File: src/rtl/cpu_pkg.sv
// cpu_pkg: shared types and constants for the divide accelerator (div_acc).
// Build option: DIV_ACC_RADIX4_EN selects a 2-bit-per-cycle divider (8 iterations).
package cpu_pkg;

    localparam int unsigned INST_W    = 16;
    localparam int unsigned PC_W      = 16;
    localparam int unsigned ACC_DIV_W = 16;

`ifdef DIV_ACC_RADIX4_EN
    localparam int unsigned DIV_BITS_PER_ITER = 2;
`else
    localparam int unsigned DIV_BITS_PER_ITER = 1;
`endif
    localparam int unsigned DIV_ITERS = ACC_DIV_W / DIV_BITS_PER_ITER;

    localparam logic [INST_W-1:0] INST_D_EQ_A     = 16'hEC10;
    localparam logic [INST_W-1:0] INST_M_EQ_D     = 16'hE308;
    localparam logic [INST_W-1:0] INST_D_EQ_NEG_D = 16'hE3D0;

    typedef enum logic [2:0] {
        IDLE,
        CHECK,
        DIV,
        FIX,
        INJ,
        EXIT
    } t_div_acc_state;

    // Injected instruction pair; element [0] executes first.
    typedef logic [1:0][INST_W-1:0] t_inst_pair;

    function automatic t_inst_pair mkPair(input logic [INST_W-1:0] first,
                                          input logic [INST_W-1:0] second);
        t_inst_pair p;
        p[0] = first;
        p[1] = second;
        return p;
    endfunction

endpackage

File: src/rtl/div_core.sv
// div_core: unsigned restoring divider, DIV_BITS_PER_ITER quotient bits per cycle.
// Build option: DIV_ACC_RADIX4_EN (via cpu_pkg) doubles the bits retired per cycle.
module div_core
    import cpu_pkg::*;
#(
    parameter int unsigned DIV_W = ACC_DIV_W
) (
    input  logic             Clk,
    input  logic             Reset,
    input  logic             start,
    input  logic [DIV_W-1:0] dividend,
    input  logic [DIV_W-1:0] divisor,
    output logic             done,
    output logic [DIV_W-1:0] quot,
    output logic [DIV_W-1:0] rem
);

    localparam int unsigned ITERS = DIV_W / DIV_BITS_PER_ITER;
    localparam int unsigned CNT_W = $clog2(ITERS + 1);

    logic [DIV_W-1:0] divReg;
    logic [DIV_W-1:0] remNext;
    logic [DIV_W-1:0] quoNext;
    logic [CNT_W-1:0] iterCnt;

    // One or two restoring steps: shift in the next dividend bit, subtract when it fits.
    always_comb begin
        logic [DIV_W:0] partial;
        remNext = rem;
        quoNext = quot;
        partial = '0;
        for (int i = 0; i < int'(DIV_BITS_PER_ITER); i++) begin
            partial = {remNext, quoNext[DIV_W-1]};
            if (partial >= {1'b0, divReg}) begin
                partial = partial - {1'b0, divReg};
                quoNext = {quoNext[DIV_W-2:0], 1'b1};
            end else begin
                quoNext = {quoNext[DIV_W-2:0], 1'b0};
            end
            remNext = partial[DIV_W-1:0];
        end
    end

    // Load on start, iterate until the counter drains; done pulses once results are final.
    always_ff @(posedge Clk) begin
        if (Reset) begin
            divReg  <= '0;
            quot    <= '0;
            rem     <= '0;
            iterCnt <= '0;
            done    <= 1'b0;
        end else if (start) begin
            divReg  <= divisor;
            quot    <= dividend;
            rem     <= '0;
            iterCnt <= CNT_W'(ITERS);
            done    <= 1'b0;
        end else if (iterCnt != '0) begin
            quot    <= quoNext;
            rem     <= remNext;
            iterCnt <= iterCnt - CNT_W'(1);
            done    <= (iterCnt == CNT_W'(1));
        end else begin
            done    <= 1'b0;
        end
    end

endmodule

File: src/rtl/div_acc.sv
// div_acc: divide-loop accelerator; computes k/R, injects the equivalent
// instruction pairs into stage 101 and redirects the PC past the loop.
// Build option: DIV_ACC_RADIX4_EN shortens the DIV phase from 16 to 8 cycles.
module div_acc
    import cpu_pkg::*;
#(
    parameter int unsigned EXIT_OFFSET = 1,
    parameter int unsigned DIV_W       = 16
) (
    input  logic                   Clk,
    input  logic                   Reset,
    input  logic                   StartDiv102,
    input  logic [DIV_W-1:0]       Divident,
    input  logic [DIV_W-1:0]       Divisor,
    input  logic [PC_W-1:0]        StartPc102,
    output logic                   AccBusy,
    output logic                   AccStall,
    output logic                   SelAccInst101,
    output logic [1:0][INST_W-1:0] InstFromAcc101,
    output logic                   AccPcLoad,
    output logic [PC_W-1:0]        AccPcTarget,
    output logic                   AccAbort
);

    t_div_acc_state   state;
    logic [DIV_W-1:0] nReg;
    logic [DIV_W-1:0] dReg;
    logic [DIV_W-1:0] kReg;
    logic [DIV_W-1:0] absR;
    logic [PC_W-1:0]  pcReg;
    logic             rNeg;
    logic [2:0]       injIdx;
    logic [2:0]       injNext;

    logic             divStart;
    logic             divDone;
    logic [DIV_W-1:0] divQuot;
    logic [DIV_W-1:0] divRem;

    logic             remNz;
    logic [DIV_W-1:0] kFix;
    logic [DIV_W-1:0] absFix;

    // Loop is only accelerated for strictly positive operands.
    function automatic logic badOps(input logic [DIV_W-1:0] n, input logic [DIV_W-1:0] d);
        return n[DIV_W-1] || (n == '0) || d[DIV_W-1] || (d == '0);
    endfunction

    // Pair contents by slot index; slot 3 (D=-D) only appears for a negative remainder.
    function automatic t_inst_pair pairAt(input logic [2:0]       idx,
                                          input logic [DIV_W-1:0] k,
                                          input logic [DIV_W-1:0] absVal);
        case (idx)
            3'd0:    return mkPair(INST_W'(k), INST_D_EQ_A);
            3'd1:    return mkPair(INST_W'(1), INST_M_EQ_D);
            3'd2:    return mkPair(INST_W'(absVal), INST_D_EQ_A);
            3'd3:    return mkPair(INST_D_EQ_NEG_D, INST_W'(0));
            default: return mkPair(INST_W'(2), INST_M_EQ_D);
        endcase
    endfunction

    // The divider loads in the same cycle the start is accepted, overlapping CHECK.
    assign divStart = (state == IDLE) && StartDiv102;

    div_core #(
        .DIV_W    (DIV_W)
    ) uDivCore (
        .Clk      (Clk),
        .Reset    (Reset),
        .start    (divStart),
        .dividend (Divident),
        .divisor  (Divisor),
        .done     (divDone),
        .quot     (divQuot),
        .rem      (divRem)
    );

    // Ceil correction: a nonzero remainder means one extra subtraction, leaving R = r - d.
    assign remNz   = (divRem != '0);
    assign kFix    = remNz ? divQuot + DIV_W'(1) : divQuot;
    assign absFix  = remNz ? dReg - divRem : '0;
    assign injNext = ((injIdx == 3'd2) && !rNeg) ? 3'd4 : injIdx + 3'd1;

    // Control FSM; outputs are registered alongside the state.
    always_ff @(posedge Clk) begin
        if (Reset) begin
            state          <= IDLE;
            nReg           <= '0;
            dReg           <= '0;
            kReg           <= '0;
            absR           <= '0;
            pcReg          <= '0;
            rNeg           <= 1'b0;
            injIdx         <= '0;
            AccBusy        <= 1'b0;
            AccStall       <= 1'b0;
            SelAccInst101  <= 1'b0;
            InstFromAcc101 <= '0;
            AccPcLoad      <= 1'b0;
            AccPcTarget    <= '0;
            AccAbort       <= 1'b0;
        end else begin
            AccAbort  <= 1'b0;
            AccPcLoad <= 1'b0;
            case (state)
                IDLE: begin
                    if (StartDiv102) begin
                        nReg     <= Divident;
                        dReg     <= Divisor;
                        pcReg    <= StartPc102;
                        AccBusy  <= 1'b1;
                        AccStall <= 1'b1;
                        AccAbort <= badOps(Divident, Divisor);
                        state    <= CHECK;
                    end
                end
                CHECK: begin
                    if (badOps(nReg, dReg)) begin
                        AccBusy  <= 1'b0;
                        AccStall <= 1'b0;
                        state    <= IDLE;
                    end else begin
                        state    <= DIV;
                    end
                end
                DIV: begin
                    if (divDone) begin
                        state <= FIX;
                    end
                end
                FIX: begin
                    kReg           <= kFix;
                    absR           <= absFix;
                    rNeg           <= remNz;
                    injIdx         <= '0;
                    SelAccInst101  <= 1'b1;
                    InstFromAcc101 <= pairAt(3'd0, kFix, absFix);
                    state          <= INJ;
                end
                INJ: begin
                    if (injIdx == 3'd4) begin
                        SelAccInst101  <= 1'b0;
                        InstFromAcc101 <= '0;
                        AccPcLoad      <= 1'b1;
                        AccPcTarget    <= pcReg + PC_W'(EXIT_OFFSET);
                        state          <= EXIT;
                    end else begin
                        injIdx         <= injNext;
                        InstFromAcc101 <= pairAt(injNext, kReg, absR);
                    end
                end
                EXIT: begin
                    AccBusy     <= 1'b0;
                    AccStall    <= 1'b0;
                    AccPcTarget <= '0;
                    state       <= IDLE;
                end
                default: state <= IDLE;
            endcase
        end
    end

endmodule
File: config.mk
export PLATFORM = sky130hd
export DESIGN_NAME = div_acc
export DESIGN_NICKNAME = d
export VERILOG_FILES = /design/src/rtl/cpu_pkg.sv /design/src/rtl/div_core.sv /design/src/rtl/div_acc.sv
export SDC_FILE = /design/constraint.sdc
export NUM_CORES = 1
export LEC_CHECK = 0
export CORE_MARGIN = 2
export CORE_UTILIZATION = 60
export DETAILED_ROUTE_END_ITERATION = 12
export PLACE_DENSITY = 0.86
export SLEW_MARGIN = 20
export SYNTH_ARGS = -nofsm -noshare
export SYNTH_HDL_FRONTEND = slang
export SYNTH_SLANG_ARGS = --single-unit
File: constraint.sdc
create_clock -name Clk -period 3.6 [get_ports Clk]
set_input_delay 0.9 -clock Clk [delete_from_list [all_inputs] [get_ports Clk]]
set_output_delay 0.9 -clock Clk [all_outputs]
set_load 0.01 [all_outputs]
==> flow_metrics.tcl, run 1 <==
set metrics [dict create \
    status "completed" \
    ant_nets 0 \
    fillers 1068 \
    drv_slew 0 \
    synthCells 1114 \
    max-cap-violations 0 \
    hpwlAfterDp_um 16070 \
    drt_iter0_markers 889 \
    yosysSeqAreaShare_pct 37.94 \
    grt_max_degree 80 \
    ios 104 \
    hold_slack_ns 0.4486 \
    antenna_cells 0 \
    clk_latency_ns 0.44 \
    die-height_um 124.1 \
    cts_resized 0 \
    crit_path_end_kind "flop" \
    clkTransAtPathRegs_ns 0.07 \
    rsz0062_at_grt "no" \
    h-tree-depth 4 \
    cts_tree "built" \
    r2r-start "dReg[2]" \
    fin_worst_skew_ns 0.008255 \
    r2r_cells 10 \
    cpMaxStageDelayCell "dfxtp_1" \
    grt_util_all_layers_pct 30.02 \
    place_inst 1336 \
    tightest_slew_ns 0.8078 \
    antenna_found_initial 0 \
    arrival_ns 3.01 \
    mostFrequentLayoutCells "194 x nand2_1, 164 x dfxtp_1, 125 x nor2_1, 110 x a21oi_1, 95 x clkdlybuf4s50_1" \
    place_congestion 0.9234 \
    min_path_cells 2 \
    cts_hold_buffers 0 \
    route.detailed.wl_per_inst_um 16.56 \
    crit_required_ns 3.91 \
    syn_avg_cell_area_um2 7.768 \
    clockBufferDepth 2 \
    cts_sinks 164 \
    final_hold_viol_count 0 \
    cp-start-kind "flop" \
    reg2reg_to "uDivCore.rem[7]" \
    synth.distinct_cells 61 \
    synth_flop_cell "dfxtp_1" \
    worstHoldStart "AccPcTarget[6]" \
    ys_ff_latch 164 \
    stdcell_count 1366 \
    power_uw 6661 \
    max_freq_ghz 0.3702 \
    dieWidth_um 124.1 \
    syn-cell-area_um2 8653 \
    place_area_um2 9630 \
    cts_root_buf "clkbuf_16" \
    finalCriticalPeriod_ns 2.702 \
    core.rowCount 43 \
    setup_viol 0 \
    p_per_area_nw_per_um2 650.9 \
    numCtsBuffers 17 \
    p_leak_uw 0.003775 \
    core-area_um2 13990 \
    whs_endpoint "AccPcTarget[6]" \
    synth-async-reset-ratio_pct 0 \
    slowest_delay_ns 0.43 \
    nets 1267 \
    area.growth.synth_to_final_pct 18.28 \
    final_common_cell "nand2_1" \
    finalSetupTns_ns 0 \
    crit_chain "inv_1 > ha_1 > o21ai_0 > a21oi_1 > o21a_1 > or2_1 > a21oi_2 > buf_4 > mux2i_1 > a21oi_1" \
    finish.instance_area_um2 10230 \
    grt_pass1_vias 7450 \
    crit_path_frequent_cell "a21oi_1" \
    hp-class "reg -> reg" \
    layout-drive-gt1-share_pct 4.722 \
    synth_warnings 0 \
    max_slew_margin_pct 45.94 \
    grt_pass1_wl_um 36310 \
    synth-edff-count 0 \
    start_util_pct 61.86 \
    vias 8206 \
    crit_fanout 17 \
    startpoint "dReg[2]" \
    dieArea_um2 15400 \
    gr-total-overflow 0 \
    drcViolationCount 0 \
    vias_per_cell 6.007 \
    drt_first_pass_iters 7 \
    postCtsSetupRepairBufs 0 \
    critPathKind "reg -> reg" \
    finalCritPeriodShare_pct 75.04 \
    portBuffers 96 \
    rrSetupSlack_ns 0.90 \
    finalWirelength_um 22630 \
    peakVddDrop_mv 0.3804 \
]
## registers in the layout, summed over array words and instances, names as in the netlist, 3 cells and up
signal	cells
uDivCore.rem	16
uDivCore.iterCnt	5
nReg	16
AccPcTarget	16
dReg	16
state	3
pcReg	16
kReg	16
uDivCore.quot	16
injIdx	3
absR	16
InstFromAcc101	19
## critical path, delay by kind of cell, from the launching register on
kind                       cells  cell delay, ns
buffers and inverters          2            0.39
AOI/OAI and AO/OA              5            0.91
and+or+nand+nor                1            0.25
DFF                            1            0.43
adders and majority gates      1            0.36
muxes                          1            0.23
## final cells by class
type                            count  area [um2]  share of cell area, %
Clock inverter                     10       147.6                  1.443
Tap cell                          180       225.2                  2.200
Inverter                           43       161.4                  1.577
Sequential cell                   164        3283                  32.08
Timing Repair Buffer              109        1069                  10.44
Clock buffer                       20       456.7                  4.462
Multi-Input combinational cell    840        4892                  47.80
## cells in the mapped netlist (6+ instances only)
library cell | count | area share [%]
a211oi_1 | 22 | 1.9
nor3_1 | 27 | 1.6
nand2b_1 | 6 | 0.43
ha_1 | 39 | 5.6
mux2i_1 | 18 | 2.1
nand3_1 | 17 | 0.98
and3_1 | 7 | 0.51
a21o_1 | 9 | 0.78
o211ai_1 | 6 | 0.52
nor2_1 | 125 | 5.4
a22oi_1 | 6 | 0.52
nor4_1 | 18 | 1.3
nor2b_1 | 6 | 0.43
buf_4 | 16 | 1.4
and2_1 | 7 | 0.51
inv_1 | 43 | 1.9
a21oi_1 | 111 | 6.4
xnor2_1 | 29 | 2.9
dfxtp_1 | 164 | 38
xor2_1 | 27 | 2.7
nand4_1 | 18 | 1.3
nand2_1 | 194 | 8.4
a311oi_1 | 16 | 1.6
o21ai_0 | 59 | 3.4
clkbuf_1 | 50 | 2.2
## through the flow
stage	util, %	worst slack, ns
after floorplan	-	1.232
after detailed placement	68.85	0.9058
after global routing	73.17	0.6985
after global placement	68.85	0.9753
after CTS	73.17	0.9375
final	73.17	0.8984
## logic make-up after synthesis
family                   synth area share (%)
buffers and inverters                   6.000
AO/OA/AOI/OAI                           18.97
XOR/XNOR                                5.668
AND/OR/NAND/NOR                         23.19
adder cells (fa/ha/maj)                 6.102
flip-flops                              37.94
multiplexers                            2.082
other                                 0.04334
## per-layer routing
layer,part of all wire [%],up-vias,global-route usage [%]
li1,-,3974,-
met4,3.0,0,13.34
met5,0,-,0
met3,7.8,64,6.731
met1,44,3778,39.89
met2,45,390,46.69
## worst max path at each step
| stage | endpoint | slack, ns | depth (start not counted) |
|---|---|---|---|
| 5_1_grt | InstFromAcc101[13] | 0.70 | 6 |
| 3_5_place_dp | uDivCore.rem[0] | 0.91 | 5 |
| 3_3_place_gp | uDivCore.rem[1] | 0.98 | 5 |
| 2_1_floorplan | uDivCore.rem[12] | 1.23 | 11 |
| 4_1_cts | uDivCore.rem[7] | 0.94 | 9 |
| 6_report | uDivCore.rem[7] | 0.90 | 10 |
## power by group
group | leakage, uW | internal (uW) | total [uW] | switching, uW
sequential | 0.00134 | 2000 | 2230 | 234
combinational | 0.00215 | 1030 | 2550 | 1530
clock | 0.000286 | 1130 | 1880 | 749
total | 0.00377 | 4150 | 6660 | 2510
(Power assumes the default switching activity.)
==> inputs of run 2 (changes only) <==
--- a/config.mk
+++ b/config.mk
@@ -6,9 +6,9 @@
 export NUM_CORES = 1
 export LEC_CHECK = 0
 export CORE_MARGIN = 2
-export CORE_UTILIZATION = 60
+export CORE_UTILIZATION = 56
 export DETAILED_ROUTE_END_ITERATION = 12
-export PLACE_DENSITY = 0.86
+export PLACE_DENSITY = 0.81
 export SLEW_MARGIN = 20
 export SYNTH_ARGS = -nofsm -noshare
 export SYNTH_HDL_FRONTEND = slang
==> constraint.sdc (replaced) <==
create_clock -name Clk -period 2.7 [get_ports Clk]
set_input_delay 0.675 -clock Clk [delete_from_list [all_inputs] [get_ports Clk]]
set_output_delay 0.675 -clock Clk [all_outputs]
set_load 0.01 [all_outputs]
==> run 2 against run 1 <==
  * Register-to-register slack lost 0.74 ns
  * Design area grew 2.2%
  * Sequential share of layout area shrank 0.69 points
  * Global-route usage shrank 1.9 points
  * Final cell count grew 2.4%
  * Worst setup slack lost 0.74 ns
  * Total power grew 35%
  * Clock power grew 39%
  * Combinational power grew 36%
  * First-iteration DRC count grew 4.5%
  * Critical endpoint is now uDivCore.rem[10]
  * Critical path depth shrank 1
==> flow_metrics.tcl, run 2 (synthesis gave the netlist of run 1 again) <==
set metrics [dict create \
    dieWidth_um 128.3 \
    hp-class "reg -> reg" \
    die-height_um 128.3 \
    clkTransAtPathRegs_ns 0.07 \
    hold_slack_ns 0.4523 \
    setup_viol 0 \
    crit_path_frequent_cell "a211oi_1" \
    layout-drive-gt1-share_pct 6.854 \
    p_seq_share_pct 32.7 \
    start_util_pct 57.13 \
    cts_root_buf "clkbuf_16" \
    clockBufferDepth 2 \
    p_per_area_nw_per_um2 863.0 \
    vias_per_cell 5.964 \
    fin_worst_skew_ns 0.008006 \
    rsz0062_at_grt "no" \
    h-tree-depth 4 \
    dieArea_um2 16460 \
    ios 104 \
    swShare_pct 37.10 \
    pwr-share-clk_pct 28.9 \
    peakVddDrop_mv 0.6393 \
    ant_nets 0 \
    grt_pass1_wl_um 36860 \
    p_sw_uw 3348 \
    largest_register_ffs 19 \
    portBuffers 96 \
    regMostFlops "InstFromAcc101" \
    numCtsBuffers 17 \
    crit_chain "inv_1 > ha_1 > a211oi_1 > o31ai_2 > or2_1 > a21oi_2 > buf_4 > mux2i_1 > a211oi_1" \
    finalWirelength_um 23160 \
    finalSetupTns_ns 0 \
    status "completed" \
    arrival_ns 2.82 \
    gr-total-overflow 0 \
    cts_hold_buffers 0 \
    final_common_cell "nand2_1" \
    grt_pass1_vias 7534 \
    place_congestion 1.002 \
    worstHoldStart "AccPcTarget[15]" \
    cts_tree "built" \
    drv_slew 0 \
    vias 8344 \
    grt_util_all_layers_pct 28.10 \
    area.growth.synth_to_final_pct 20.86 \
    drt_iter0_markers 929 \
    crit_path_end_kind "flop" \
    cp_top_family "compound AO/OA/AOI/OAI gates" \
    p_int_uw 5677 \
    tightest_slew_ns 0.8365 \
    final_hold_viol_count 0 \
    drt_first_pass_iters 7 \
    timing.critical_path.buf_inv 2 \
    r2r-start "dReg[5]" \
    route.detailed.wl_per_inst_um 16.56 \
    crit_fanout 14 \
    mostFrequentLayoutCells "194 x nand2_1, 164 x dfxtp_1, 125 x nor2_1, 110 x a21oi_1, 95 x clkdlybuf4s50_1" \
    slowest_delay_ns 0.40 \
    core.rowCount 45 \
    max_freq_ghz 0.3935 \
    finalCritPeriodShare_pct 94.13 \
    clk_latency_ns 0.42 \
    antenna_found_initial 1 \
    finalCriticalPeriod_ns 2.541 \
    cp-start-kind "flop" \
    drcViolationCount 0 \
    grt_max_degree 80 \
    antenna_cells 0 \
    max-cap-violations 0 \
    cts_sinks 164 \
    crit_required_ns 2.98 \
    comb_power_share_pct 38.3 \
    cpMaxStageDelayCell "ha_1" \
    max_slew_margin_pct 44.03 \
    critPathKind "reg -> reg" \
    nets 1290 \
    startpoint "dReg[5]" \
    core-area_um2 15150 \
    hpwlAfterDp_um 16810 \
    p_leak_uw 0.003914 \
]
## run 2: worst reg2reg max path, cell delays in order (launching register included)
cell,delay (ns)
dfxtp_1,0.38
inv_1,0.06
ha_1,0.40
a211oi_1,0.37
o31ai_2,0.15
or2_1,0.28
a21oi_2,0.15
buf_4,0.27
mux2i_1,0.24
a211oi_1,0.10
## run 2: through the flow
stage | util [%] | power, uW | setup WS [ns] | instance area (um2) | std cells
CTS | 69.02 | 8972 | 0.2243 | 10450 | 1399
detailed placement | 64.79 | 6364 | 0.2310 | 9813 | 1367
global route | 69.05 | 9529 | 0.03662 | 10460 | 1399
global placement | 64.79 | 6311 | 0.2862 | 9813 | 1367
finish | 69.05 | 9026 | 0.1586 | 10460 | 1399
floorplan | - | 5490 | 0.3318 | 8676 | 1120
## run 2: cell type report
class | count | area, um2
clock buffer | 18 | 439.2
clock inverter | 14 | 201.4
fill | 1226 | 4687
inverter | 43 | 161.4
multi-input combinational | 840 | 4897
sequential | 164 | 3283
tap | 188 | 235.2
timing repair buffer | 132 | 1241
## run 2: final timing paths
check                     endpoint  cells after the start  slack, ns
setup / recovery  uDivCore.rem[10]                      9       0.16
hold / removal     AccPcTarget[15]                      2       0.45
setup reg to reg  uDivCore.rem[10]                      9       0.16
hold reg to reg    AccPcTarget[15]                      2       0.45
## run 2: repair_timing
item	in CTS	in global routing
setup buffers	0	0
gates resized for setup	0	1
setup endpoints to repair	0	1
## run 2: power by group through the flow
stage                     clock network [uW]  logic, uW  registers [uW]
after detailed placement                   0       3370            2990
final                                   2610       3460            2950
after global routing                    2740       3810            2980
after global placement                     0       3330            2990
after floorplan                            0       2590            2900
after CTS                               2630       3400            2940
## run 2: layer usage
| metal | wire [um] | vias up | track usage [%] |
|---|---|---|---|
| met5 | 0 | - | 0 |
| met4 | 773 | 0 | 10.92 |
| met3 | 1694 | 58 | 6.553 |
| met2 | 10540 | 355 | 43.68 |
| met1 | 10150 | 3907 | 38.04 |
| li1 | - | 4024 | - |
